==> src/rtl/frame_parse_pkg.sv <==
// Shared types and constants for the frame parser.
// The CHK state is only present when FRAME_CHK_EN is defined.
package frame_parse_pkg;

  localparam int WORD_W    = 16;
  localparam int ERR_CNT_W = 8;

  localparam logic [WORD_W-1:0] DEF_SYNC_WORD = 16'hF731;

  typedef enum logic [2:0] {
    IDLE,
    HUNT,
    LEN,
    PAY
`ifdef FRAME_CHK_EN
    , CHK
`endif
  } state_t;

  // Error counter increment that sticks at all-ones instead of wrapping.
  function automatic logic [ERR_CNT_W-1:0] err_cnt_inc(input logic [ERR_CNT_W-1:0] c);
    return (&c) ? c : c + 1'b1;
  endfunction

endpackage

==> src/rtl/frame_chk_acc.sv <==
// Purpose: 16-bit modular running sum of frame words (length + payload).
// Latency: sum reflects an added word on the cycle after add_en.
// Backpressure: none; clr takes priority over add_en.
module frame_chk_acc
  import frame_parse_pkg::*;
(
  input  logic              CLK,
  input  logic              RSTX,
  input  logic              clr,
  input  logic              add_en,
  input  logic [WORD_W-1:0] data,
  output logic [WORD_W-1:0] sum
);

  // Accumulate words; reset and clear both restart the sum at zero.
  always_ff @(posedge CLK) begin
    if (!RSTX || clr) begin
      sum <= '0;
    end else if (add_en) begin
      sum <= sum + data;
    end
  end

endmodule

==> src/rtl/frame_parse.sv <==
// Purpose: find SYNC_WORD, read length, forward payload, flag length/abort (and checksum with FRAME_CHK_EN).
// Latency: each payload word appears on DOUT exactly one cycle after its DIPUSH; EOF/FRM_ERR are registered.
// Backpressure: none; a word may arrive every cycle and gaps of any length are tolerated.
module frame_parse
  import frame_parse_pkg::*;
#(
  parameter logic [WORD_W-1:0] SYNC_WORD = DEF_SYNC_WORD,
  parameter int unsigned       MAX_LEN   = 256
) (
  input  logic                 CLK,
  input  logic                 RSTX,
  input  logic                 PHY_INIT,
  input  logic                 ALIGNED,
  input  logic                 DIPUSH,
  input  logic [WORD_W-1:0]    DIN,
  output logic                 DOPUSH,
  output logic [WORD_W-1:0]    DOUT,
  output logic                 SOF,
  output logic                 EOF,
  output logic                 FRM_ERR,
  output logic [15:0]          FRM_CNT,
  output logic [ERR_CNT_W-1:0] ERR_CNT
);

  localparam logic [WORD_W-1:0] MAX_LEN_W = WORD_W'(MAX_LEN);

  state_t            state, state_nxt;
  logic [WORD_W-1:0] len_q, len_nxt;
  logic [WORD_W-1:0] rem_q, rem_nxt;
  logic              dopush_nxt, sof_nxt, eof_nxt, err_nxt;
  logic [WORD_W-1:0] dout_nxt;
  logic              frm_inc, err_inc;
  logic              clr;

  // PHY_INIT behaves like reset, so both share one synchronous clear.
  assign clr = !RSTX || PHY_INIT;

`ifdef FRAME_CHK_EN
  logic              acc_clr, acc_add;
  logic [WORD_W-1:0] acc_sum;

  frame_chk_acc u_chk_acc (
    .CLK    (CLK),
    .RSTX   (RSTX),
    .clr    (acc_clr | PHY_INIT),
    .add_en (acc_add),
    .data   (DIN),
    .sum    (acc_sum)
  );
`endif

  // State register.
  always_ff @(posedge CLK) begin
    if (clr) state <= IDLE;
    else     state <= state_nxt;
  end

  // Next-state and next-output decode; loss of alignment overrides everything.
  always_comb begin
    state_nxt  = state;
    len_nxt    = len_q;
    rem_nxt    = rem_q;
    dopush_nxt = 1'b0;
    dout_nxt   = DOUT;
    sof_nxt    = 1'b0;
    eof_nxt    = 1'b0;
    err_nxt    = 1'b0;
    frm_inc    = 1'b0;
    err_inc    = 1'b0;
`ifdef FRAME_CHK_EN
    acc_clr    = 1'b0;
    acc_add    = 1'b0;
`endif
    if (!ALIGNED) begin
      state_nxt = IDLE;
      // Losing lock mid-frame is an abort; in IDLE/HUNT there is no frame to lose.
      if (state != IDLE && state != HUNT) begin
        err_nxt = 1'b1;
        err_inc = 1'b1;
      end
    end else begin
      case (state)
        IDLE: state_nxt = HUNT;
        HUNT: begin
          if (DIPUSH && DIN == SYNC_WORD) begin
            state_nxt = LEN;
`ifdef FRAME_CHK_EN
            acc_clr   = 1'b1;
`endif
          end
        end
        LEN: begin
          if (DIPUSH) begin
            if (DIN > MAX_LEN_W) begin
              err_nxt   = 1'b1;
              err_inc   = 1'b1;
              state_nxt = HUNT;
            end else if (DIN == '0) begin
`ifdef FRAME_CHK_EN
              acc_add   = 1'b1;
              state_nxt = CHK;
`else
              eof_nxt   = 1'b1;
              frm_inc   = 1'b1;
              state_nxt = HUNT;
`endif
            end else begin
              len_nxt   = DIN;
              rem_nxt   = DIN;
              state_nxt = PAY;
`ifdef FRAME_CHK_EN
              acc_add   = 1'b1;
`endif
            end
          end
        end
        PAY: begin
          if (DIPUSH) begin
            dopush_nxt = 1'b1;
            dout_nxt   = DIN;
            // Nothing consumed yet means this is payload word 1.
            sof_nxt    = (rem_q == len_q);
            rem_nxt    = rem_q - 1'b1;
`ifdef FRAME_CHK_EN
            acc_add    = 1'b1;
            if (rem_q == 16'd1) state_nxt = CHK;
`else
            if (rem_q == 16'd1) begin
              eof_nxt   = 1'b1;
              frm_inc   = 1'b1;
              state_nxt = HUNT;
            end
`endif
          end
        end
`ifdef FRAME_CHK_EN
        CHK: begin
          if (DIPUSH) begin
            eof_nxt   = 1'b1;
            state_nxt = HUNT;
            if (DIN != acc_sum) begin
              err_nxt = 1'b1;
              err_inc = 1'b1;
            end else begin
              frm_inc = 1'b1;
            end
          end
        end
`endif
        default: state_nxt = IDLE;
      endcase
    end
  end

  // Registered outputs, length/remaining counters and statistics.
  always_ff @(posedge CLK) begin
    if (clr) begin
      DOPUSH  <= 1'b0;
      DOUT    <= '0;
      SOF     <= 1'b0;
      EOF     <= 1'b0;
      FRM_ERR <= 1'b0;
      FRM_CNT <= '0;
      ERR_CNT <= '0;
      len_q   <= '0;
      rem_q   <= '0;
    end else begin
      DOPUSH  <= dopush_nxt;
      DOUT    <= dout_nxt;
      SOF     <= sof_nxt;
      EOF     <= eof_nxt;
      FRM_ERR <= err_nxt;
      FRM_CNT <= FRM_CNT + 16'(frm_inc);
      ERR_CNT <= err_inc ? err_cnt_inc(ERR_CNT) : ERR_CNT;
      len_q   <= len_nxt;
      rem_q   <= rem_nxt;
    end
  end

endmodule

==> config.mk <==
export PLATFORM = sky130hd
export DESIGN_NAME = frame_parse
export DESIGN_NICKNAME = d
export VERILOG_FILES = /design/src/rtl/frame_parse_pkg.sv /design/src/rtl/frame_chk_acc.sv /design/src/rtl/frame_parse.sv
export SDC_FILE = /design/constraint.sdc
export NUM_CORES = 1
export LEC_CHECK = 0
export CAP_MARGIN = 20
export CORE_AREA = 2 2 91 93
export CTS_CLUSTER_DIAMETER = 80
export DETAILED_ROUTE_END_ITERATION = 10
export DIE_AREA = 0 0 93 95
export PLACE_DENSITY_LB_ADDON = 0.1
export SLEW_MARGIN = 20
export SYNTH_ARGS = -nofsm -noshare
export SYNTH_HDL_FRONTEND = slang
export SYNTH_HIERARCHICAL = 1
export SYNTH_SLANG_ARGS = --single-unit
==> constraint.sdc <==
create_clock -name CLK -period 3 [get_ports CLK]
set_clock_uncertainty 0.15 [all_clocks]
set_input_delay 0.3 -clock CLK [delete_from_list [all_inputs] [get_ports CLK]]
set_output_delay 0.3 -clock CLK [all_outputs]
set_load 0.05 [all_outputs]
==> flow_results.org, run 1 <==
** Synth
- The synthesized netlist occupies a cell area of 0.00371 mm².
- Synth warn :: 6
- Counting flops with a built-in enable in the synthesized netlist gives 0.
- Area share of the leading cell type in the synthesized netlist :: 0.421
- Most frequent cells after synthesis :: 78 x sky130_fd_sc_hd__dfxtp_1, 63 x sky130_fd_sc_hd__nand2_1, 47 x sky130_fd_sc_hd__nor2_1
- Mapped Cells :: 446
- Leading post-synthesis cells by cell area :: sky130_fd_sc_hd__dfxtp_1 42%, sky130_fd_sc_hd__nand2_1 6.4%, sky130_fd_sc_hd__nor2_1 4.8%
- Cell type with the largest total area after synthesis :: sky130_fd_sc_hd__dfxtp_1
- Most frequent cell after synthesis :: sky130_fd_sc_hd__dfxtp_1
- Fraction of registers with async set/reset :: 0
- The number of different library cells used by synthesis comes to 53.
- FF+latch count, synth :: 78
- Part of the Yosys area used for sequential elements :: 0.421
- Post-synthesis net count :: 472
- Commonest register cell after synthesis :: sky130_fd_sc_hd__dfxtp_1
- After synthesis, the mean cell area works out to 8.32 µm².

** Drt
- Detailed Routing Iterations Pass 1 :: 5
- In the routed layout, each cell is associated on average with a via count of 5.57.
- The count of nets left with antenna violations once routing finished came out at 0.
- Detailed Route Iter0 Violations :: 231
- In the routed design, unresolved DRC markers number 0.
- Detailed-route wire length per cell :: 15.8 µm
- After detailed routing, the total wire length is 10,300 µm.
- Detailed routing inserted a total of 3,617 vias.

** Critical path
- Counting stages on the worst path, the most repeated cell is sky130_fd_sc_hd__nor2_1.
- CP startpoint :: rem_q[2]
- Highest fanout seen on the critical path :: 5
- STA puts the critical path data arrival time at 2.91 ns.
- Type of element capturing the critical path :: register
- Setup slack on the worst reg-to-reg path comes out at 0.18 ns.
- The startpoint identified for the worst register-to-register timing path is rem_q[2].
- The number of cells on the worst reg-to-reg path is 11.
- Traced cell by cell, the critical path runs through or3_1 > or4b_4 > nor3_1 > a21oi_1 > nor2_1 > ha_2 > nand2_1 > nor3_4 > nand4_1 > xor2_1 > nor2_1.
- The worst setup path is of the reg2reg kind.
- The worst register-to-register path ends at FRM_CNT[15].
- On the worst path, the slowest cell contributes a delay of 0.53 ns.
- Cell type of the slowest stage on the worst timing path :: sky130_fd_sc_hd__or4b_4
- CP required :: 3.09 ns
- Worst Setup Start Kind :: register

** Floorplanning
- The die is 95 µm tall.
- The core region is 0.00793 mm².
- Die footprint :: 0.00884 mm²
- Chip width :: 93 µm
- Boundary Pins :: 65
- For this configuration, the core starts out at a cell density of 0.468.
- Total number of placement rows :: 33

** Global routing
- In the global route stage, met3 resource usage came out at 0.0327.
- Vias in the first global route :: 3,409
- Met1 layer usage reported by global route :: 0.300
- Total global routing overflow :: 0
- The first global-routing pass estimated 16,300 µm of wire.
- The initial antenna violation count came to 0.
- All-Layer GR Usage :: 0.236
- Met2 track utilization from global routing :: 0.396
- Largest net degree at the start of global routing :: 25
- Busiest layer in global routing :: met2

** Run
- The tool flagged a number of max-cap violations equal to 0.

** STA
- In the finished design, the share of the clock period the worst path needs comes to 0.940.
- Setup violations remaining at the end of the flow were counted as 0.
- At the pin with the least slew margin, the transition time is 0.601 ns.
- The final count of pins violating max slew came to 0.
- Final count of hold timing violations :: 0
- Worst-case headroom to the max-slew limit :: 0.596
- Based on the critical path, the design can be clocked at up to 355 MHz.
- Setup TNS :: 0 ns
- RSZ-0062 raised after global routing :: no
- Final critical-path required period :: 2.82 ns

** Finish
- Relative to the synthesized area, the layout overhead comes to 33.5%.
- In the final layout, the share of cells above drive strength 1 is 0.134.
- Diodes inserted :: 0
- Once layout is done, the placed cells without fillers occupy 0.00496 mm².
- Filler cell count :: 729
- In the final design database the tool counted 565 nets.

** Power and ir drop
- Power spread over the standard cell area amounts to 406 mW/mm².
- P_leak :: 1.79 nW
- Highest ir drop seen on vdd :: 260 µV

** Place
- Port buffering added 64 buffers.
- Final HPWL DP :: 7380 µm
- The congestion estimate from routability-driven global placement came to 0.894.
- Dpl cell area :: 0.00472 mm²

** Clocking
- Later-pin clock latency in the skew report :: 0.36 ns
- The clock net in this run drives a total of 78 sinks.
- Post-CTS setup buffer count :: 0
- Worst-path clk slew :: 0.08 ns
- The H-tree was split into 3 levels.
- In this run, CTS created clock tree buffers numbering 9.
- Root buffer cell :: sky130_fd_sc_hd__clkbuf_8
- Hold buffer count at CTS :: 0
- The clock passes through at most 2 buffers.
- TritonCTS clock tree :: done
- Post-cts repair resize count :: 0

** Hold path
- Hold Path End :: DOUT[5]
- Hold_sp :: DOUT[5]
- Tightest Hold Check Type :: reg2reg
- Hold-critical path depth :: 2

** Run status
- Outcome :: completed
## power breakdown
group	total, W	switching (W)	internal (W)
Sequential	0.00104	0.00000152	0.00103
Combinational	0.000114	0.0000614	0.0000528
Clock	0.000861	0.000394	0.000467
## area by class of cell
cell class / instances / area, µm² / area share
Multi-Input combinational cell: 338 / 2070 / 0.417
Sequential cell: 78 / 1560 / 0.315
Timing Repair Buffer: 107 / 963 / 0.194
Tap cell: 105 / 131 / 0.0265
Clock buffer: 10 / 128 / 0.0258
Clock inverter: 6 / 86.3 / 0.0174
Inverter: 5 / 18.8 / 0.00379
## metrics by stage
step                hold WS [ns]  setup WS [ns]  instances  total power, W   util
detailed placement         0.300         -0.176        633         0.00117  0.595
global placement           0.295         -0.106        633         0.00117  0.595
global route               0.326         0.0241        649         0.00206  0.625
finish                     0.308          0.180        649         0.00201  0.625
floorplan                  0.286         0.0574        446         0.00110      -
CTS                        0.312        0.00950        649         0.00203  0.622
## sequential cells by signal, summed over array words and instances (netlist names)
signal	flops
SOF	1
DOUT	16
rem_q	16
len_q	16
state	2
FRM_ERR	1
DOPUSH	1
FRM_CNT	16
ERR_CNT	8
EOF	1
## kinds of logic (layout without fill, tap and decap cells)
group                      Yosys count  count (layout)  share of synthesized area
xor gates and xnor gates            35              35                     0.0826
DFF                                 78              78                      0.421
AOI/OAI and AO/OA                   96              96                      0.169
buffers and inverters               30             128                     0.0320
muxes                               10              10                     0.0270
adders and majority gates            5               5                     0.0169
and+or+nand+nor                    192             192                      0.252
## how the worst max path moves through the flow
| stage | to | slack, ns | cells past startpoint |
|---|---|---|---|
| after global routing | FRM_CNT[15] | 0.02 | 11 |
| after floorplan | FRM_CNT[15] | 0.06 | 11 |
| after global placement | FRM_CNT[15] | -0.11 | 12 |
| after CTS | FRM_CNT[13] | 0.009 | 12 |
| after detailed placement | FRM_CNT[13] | -0.18 | 13 |
| final | FRM_CNT[15] | 0.18 | 11 |
## per-layer routing
metal | wire [µm] | part of all wire | vias to the layer above
li1 | - | - | 1773
met1 | 4600 | 0.45 | 1683
met2 | 4870 | 0.47 | 137
met3 | 546 | 0.053 | 24
met4 | 247 | 0.024 | 0
met5 | 0 | 0 | -
## worst max-delay path, delay by kind of cell, from the launching register on
kind	cells	cell delay, ns
flops	1	0.31
fa+ha+maj	1	0.20
xor+xnor	1	0.18
compound gates	1	0.08
simple gates	8	1.78
## placed cells by master, fill, tap and decap left out, types with 14 or more instances in the layout
cell type                         count
sky130_fd_sc_hd__nand2_1             63
sky130_fd_sc_hd__buf_4               43
sky130_fd_sc_hd__and3_1              14
sky130_fd_sc_hd__dfxtp_1             78
sky130_fd_sc_hd__nor2_1              47
sky130_fd_sc_hd__o21ai_0             20
sky130_fd_sc_hd__xnor2_1             17
sky130_fd_sc_hd__clkdlybuf4s50_1     64
sky130_fd_sc_hd__xor2_1              18
sky130_fd_sc_hd__a21oi_1             32
(Power assumes the default switching activity.)
==> run 2, diff against run 1 <==
- REMOVE_ABC_BUFFERS: not set -> 1
==> flow_results.org, run 2 (same netlist as run 1, synthesis figures left out) <==
** Drt
- Ratio of routed vias to standard cells :: 5.60
- Detailed Routing Iterations Pass 1 :: 5
- After detailed routing, the number of remaining DRC violations is 0.
- Vias after detailed routing :: 3,623
- The routed design has 10,300 µm of wire.
- The detail route stage leaves a number of antenna-violating nets equal to 0.
- For this block, the initial DRC count from the detailed router was 208.
- Detailed-route wire length per cell :: 16.0 µm

** Hold path
- Counting instances, the worst hold path has a depth of 2.
- The path class of the tightest hold or removal check is reg2reg.
- The worst hold path terminates at DOUT[3].
- Hold_sp :: DOUT[3]

** Finish
- Area occupied by registers :: 0.00156 mm²
- The area growth from synthesis to layout is 32.2%.
- Net count, final :: 563
- Filler cell count :: 710
- Diodes inserted :: 0
- Leaving out fill and tap cells, the most frequent cell in the layout is sky130_fd_sc_hd__dfxtp_1.
- The finished cells cover 0.00491 mm².
- Leaving out fill and tap cells, the most frequent cells in the layout are 78 x sky130_fd_sc_hd__dfxtp_1, 64 x sky130_fd_sc_hd__clkdlybuf4s50_1, 63 x sky130_fd_sc_hd__nand2_1.
- Of the cells placed in the final design, the portion with a size suffix greater than 1 is 0.129.
- Summing all multi-input logic gate instances after layout gives 0.00206 mm².

** STA
- The final hold violation count is 0.
- Max Freq :: 350 MHz
- Counting I/O delays and the setup requirement, the final critical path takes 2.86 ns.
- Headroom to the max-slew limit came out at 0.458.
- The final count of pins violating max slew was 0.
- Of the available clock period, the critical path in the final layout requires 0.952.
- For the pin with the worst max-slew slack, the measured transition is 0.811 ns.
- Count of endpoints failing setup in the final report :: 0

** Floorplanning
- Measured along the x axis, the die boundary spans 93 µm.
- Initial standard-cell utilization of the core :: 0.468
- Area of the core region :: 0.00793 mm²
- Pin placement for this block handled 65 I/O pins.
- Die footprint :: 0.00884 mm²
- Die extent in y :: 95 µm
- In this run the core area contains 33 standard-cell rows.

** Clocking
- Worst-path clk slew :: 0.08 ns
- Clock tree buffer depth :: 2
- In this run the number of H-tree levels came out at 3.
- Clock Sink Count :: 78
- Root buffer cell :: sky130_fd_sc_hd__clkbuf_8
- Later-pin clock latency in the skew report :: 0.35 ns
- Buffers inserted to repair hold after CTS numbered 0.
- In this run, CTS created clock tree buffers numbering 9.
- TritonCTS clock tree :: done

** Critical path
- The worst register-to-register path begins at rem_q[2].
- At the worst endpoint, the required time is 3.10 ns.
- Data on the critical path arrives at its endpoint at 2.95 ns.
- For flop-to-flop paths, the worst setup slack is 0.14 ns.
- Counting cells, the worst reg-to-reg path comes to 12.
- Type of element capturing the critical path :: register
- The worst setup path is of the reg2reg kind.
- Terminus of the critical flop-to-flop path :: FRM_CNT[12]
- Highest fanout seen on the critical path :: 5
- Worst Setup Start Kind :: register
- CP startpoint :: rem_q[2]

** Global routing
- All-Layer GR Usage :: 0.244
- Total global routing overflow :: 0
- The first global-routing pass estimated 16,700 µm of wire.
- The initial antenna violation count is 0.
- The via count of the first global-routing pass came to 3,452.
- Largest net degree at the start of global routing :: 27

** Power and ir drop
- Highest ir drop seen on vdd :: 260 µV
- The analysis attributes to cell leakage a power of 1.76 nW.
- For this design the ratio of total power to cell area is 392 mW/mm².
- Power Total :: 0.00193 W

** Place
- Dpl cell area :: 0.00469 mm²
- Global placer's final weighted congestion :: 0.924
- Final HPWL DP :: 7580 µm
- Port buffer count :: 64

** Run status
- The flow ran to the end, and the final reports show no timing, DRC or antenna violations.

** Run
- Across the run, the number of max-cap violations was 0.
run 2: final cells by class:
cell class,instances,area share
multi-input cells,338,0.419
inverters,5,0.00382
clock buffers,10,0.0260
flip-flops and latches,78,0.318
clock inverters,6,0.0125
repair buffers,105,0.193
well taps,105,0.0268
run 2: routing by layer:
layer / global-route usage / up-vias / share of wire
li1: - / 1766 / -
met1: 0.305 / 1708 / 0.43
met2: 0.414 / 125 / 0.49
met3: 0.0455 / 24 / 0.049
met4: 0.103 / 0 / 0.027
met5: 0 / - / 0
run 2: worst max-delay path: stages, from the launching register on:
cell and delay (ns):
sky130_fd_sc_hd__dfxtp_1 0.31, sky130_fd_sc_hd__or3_1 0.40, sky130_fd_sc_hd__or4b_4 0.55, sky130_fd_sc_hd__nor3_2 0.13, sky130_fd_sc_hd__a21oi_1 0.07, sky130_fd_sc_hd__nor2_1 0.17
sky130_fd_sc_hd__ha_1 0.19, sky130_fd_sc_hd__nand2_1 0.09, sky130_fd_sc_hd__nor3_2 0.20, sky130_fd_sc_hd__buf_4 0.17, sky130_fd_sc_hd__nand3_1 0.09, sky130_fd_sc_hd__xor2_1 0.17
sky130_fd_sc_hd__nor2_1 0.05
run 2: timing repair:
action                     in CTS  in global routing
pin swaps                       0                  1
resized for setup               1                  3
setup endpoints to repair       2                  7
buffers inserted                0                  1
run 2: worst max path at each step:
stage,endpoint,slack (ns),depth (start not counted)
floorplan,len_q[0],-0.12,5
global placement,FRM_CNT[15],-0.04,13
detailed placement,FRM_CNT[12],-0.14,13
CTS,FRM_CNT[12],0.006,12
global route,FRM_CNT[15],-0.03,12
finish,FRM_CNT[12],0.14,12
run 2: where the power goes:
group	switching (W)	internal (W)
clock network	0.000393	0.000383
registers	0.00000151	0.00103
logic	0.0000603	0.0000526
run 2: stage by stage:
stage                     setup slack, ns  utilization  instances  hold slack [ns]  TNS, ns
final                               0.143        0.619        647            0.310        0
after global routing              -0.0345        0.619        647            0.332  -0.0521
after CTS                         0.00627        0.616        646            0.309        0
after detailed placement           -0.142        0.592        630            0.297   -0.481
after global placement            -0.0367        0.592        630            0.291  -0.0367
after floorplan                    -0.125            -        421            0.286    -1.52
==> run 3, diff against run 2 <==
- SETUP_SLACK_MARGIN: not set -> 0.5
==> flow_results.org, run 3 (same netlist as run 1, synthesis figures left out) <==
** Clocking
- The longest clock path from root to sink contains 2 buffers.
- Hold buffer count at CTS :: 0
- The later pin in the worst-skew pair is clocked with a latency of 0.35 ns.
- TritonCTS built the clock tree.
- For this design, the sink count on the clock tree is 78.
- Worst-path clk slew :: 0.08 ns
- The clock tree synthesis step divided the H-tree into 3 levels.
- CTS Buf Count :: 9
- Root buffer cell :: sky130_fd_sc_hd__clkbuf_8

** Finish
- The layout has 689 filler cells.
- Diodes inserted :: 0
- Net count, final :: 567
- Core Util, Final :: 0.630
- Leaving out fill and tap cells, the most frequent cell in the layout is sky130_fd_sc_hd__dfxtp_1.
- Fraction of final layout cells with drive strength greater than 1 :: 0.159
- The finished cells cover 0.00500 mm².
- Synth-to-layout area growth :: 34.6%
- Leaving out fill and tap cells, the most frequent cells in the layout are 77 x sky130_fd_sc_hd__dfxtp_1, 64 x sky130_fd_sc_hd__clkdlybuf4s50_1, 62 x sky130_fd_sc_hd__nand2_1.

** STA
- RSZ-0062 raised after global routing :: yes
- Final count of hold timing violations :: 0
- Final critical-path required period :: 2.71 ns
- Setup violations remaining at the end of the flow were counted as 0.
- Max Freq :: 369 MHz
- Worst-case headroom to the max-slew limit :: 0.466
- Share of the clock period used by the worst path after layout :: 0.903
- For the pin with the worst max-slew slack, the measured transition is 0.799 ns.
- The final count of pins violating max slew came to 0.

** Floorplanning
- The floorplan has 33 rows.
- Area of the core region :: 0.00793 mm²
- The floorplan step defined a die boundary enclosing 0.00884 mm².
- Chip width :: 93 µm
- Boundary Pins :: 65
- The initial utilization of the core area, before any placement, comes to 0.468.
- The die is 95 µm tall.

** Drt
- In the final routed layout, each cell accounts on average for 16.1 µm.
- After detailed routing, the number of vias per cell comes to 5.67.
- Routed wire length :: 10,400 µm
- For this run, design rule violations remaining after detail routing come to 0.
- Detailed Routing Iterations Pass 1 :: 5
- After the first detailed-routing iteration, the DRC count stood at 237.
- Antenna Violating Nets Remaining :: 0
- The detailed router placed 3,694 vias in this run.

** Global routing
- Across every metal layer, demand over resource in global routing totals 0.249.
- Total global routing overflow :: 0
- The first global-routing pass estimated 17,000 µm of wire.
- The initial antenna violation count is 0.
- Entering global routing, the biggest net connects 27 pins.
- The via count of the first global-routing pass was 3,509.

** Power and ir drop
- Share of total power in combinational logic :: 0.059
- Of the total power, registers draw 0.538.
- Power density over cell area :: 385 mW/mm²
- In this run the static leakage power is 1.78 nW.
- Clock network fraction of total power :: 0.402
- IR analysis of the VDD net gives a maximum drop of 259 µV.
- Of the total power, the share spent switching nets is 0.236.
- In this run the power spent charging and discharging nets is 0.000455 W.
- Cell internal power was estimated by the tool at 0.00147 W.
- Total power for the finished layout comes to 0.00193 W.

** Place
- Port buffer count :: 64
- At the end of routability-driven placement, the weighted congestion stood at 0.924.
- Dpl cell area :: 0.00469 mm²
- Final HPWL DP :: 7580 µm

** Hold path
- The worst hold path begins at DOUT[3].
- Hold-critical path depth :: 2
- In this run the worst hold path is classified as reg2reg.
- The worst hold path terminates at DOUT[3].

** Run
- Reported max-cap violation count :: 0

** Run status
- Outcome :: completed

** Critical path
- Data on the critical path arrives at its endpoint at 2.80 ns.
- Largest delay share family, worst path :: simple AND/OR/NAND/NOR gates
- Of all nets on the critical path, the largest fanout is 5.
- The largest single stage delay on the critical path is 0.53 ns.
- CP required :: 3.09 ns
- The startpoint identified for the worst register-to-register timing path is rem_q[2].
- STA classifies the critical path startpoint as a register.
- Type of element capturing the critical path :: register
- Terminus of the critical flop-to-flop path :: FRM_CNT[15]
- Cell type of the slowest stage on the worst timing path :: sky130_fd_sc_hd__or4b_4
- Number of buffers and inverters on the critical path :: 1
- For the worst flop-to-flop path, the logic depth is 12.
- Number of gates on the worst path with buffers counted :: 12
- Setup slack of the most critical reg-to-reg path :: 0.29 ns
- Traced cell by cell, the critical path runs through or3_4 > or4b_4 > nor3_4 > a21oi_2 > nor2_2 > ha_2 > nand2_2 > nor3_2 > buf_4 > nand4_1 > xor2_1 > nor2_1.
- By startpoint and endpoint, the worst setup path is classified as reg2reg.
==> run 3: cell type report <==
cell class / count / area, µm² / area share
clock inverter: 6 / 61.3 / 0.0123
clock buffer: 10 / 128 / 0.0255
sequential: 78 / 1560 / 0.313
timing repair buffer: 109 / 982 / 0.197
inverter: 5 / 18.8 / 0.00376
tap: 105 / 131 / 0.0263
multi-input combinational: 338 / 2110 / 0.423
==> run 3: timing repair <==
item / in CTS / in global routing
setup endpoints to repair: 20 / 20
pin swaps: 12 / 5
gates resized for setup: 16 / 3
buffers inserted: 4 / 1
==> run 3: worst max path at each step <==
| stage | startpoint | to | slack (ns) |
|---|---|---|---|
| after floorplan | DIN[12] | len_q[0] | -0.12 |
| after global placement | DIN[12] | FRM_CNT[15] | -0.04 |
| after detailed placement | DIN[12] | FRM_CNT[12] | -0.14 |
| after CTS | rem_q[2] | FRM_CNT[15] | 0.28 |
| after global routing | rem_q[2] | FRM_CNT[15] | 0.11 |
| final | rem_q[2] | FRM_CNT[15] | 0.29 |
==> run 3: power by group through the flow <==
| stage | logic, W | registers [W] | clock network (W) |
|---|---|---|---|
| after CTS | 0.000113 | 0.00104 | 0.000799 |
| final | 0.000115 | 0.00104 | 0.000775 |
| after detailed placement | 0.000112 | 0.00106 | 0 |
| after floorplan | 0.0000331 | 0.00106 | 0 |
| after global routing | 0.000122 | 0.00104 | 0.000840 |
| after global placement | 0.000111 | 0.00106 | 0 |
==> run 3: routing by layer <==
layer  wire length [µm]  share of wire  GRT usage
met5                  0              0          0
met1               4380           0.42      0.309
met3                558          0.053     0.0455
met2               5210           0.50      0.426
met4                302          0.029      0.103
==> run 3: stage by stage <==
stage	setup WS (ns)	setup TNS [ns]	cells	hold slack (ns)
2_1_floorplan	-0.125	-1.52	421	0.286
3_3_place_gp	-0.0367	-0.0367	630	0.291
3_5_place_dp	-0.142	-0.481	630	0.297
4_1_cts	0.276	0	650	0.309
5_1_grt	0.110	0	651	0.332
6_report	0.292	0	651	0.310
==> run 3: worst reg2reg max path: stages (launching register included) <==
cell and delay, ns:
sky130_fd_sc_hd__dfxtp_2 0.32, sky130_fd_sc_hd__or3_4 0.38, sky130_fd_sc_hd__or4b_4 0.53, sky130_fd_sc_hd__nor3_4 0.19, sky130_fd_sc_hd__a21oi_2 0.06, sky130_fd_sc_hd__nor2_2 0.13
sky130_fd_sc_hd__ha_2 0.20, sky130_fd_sc_hd__nand2_2 0.06, sky130_fd_sc_hd__nor3_2 0.12, sky130_fd_sc_hd__buf_4 0.16, sky130_fd_sc_hd__nand4_1 0.10, sky130_fd_sc_hd__xor2_1 0.14
sky130_fd_sc_hd__nor2_1 0.05
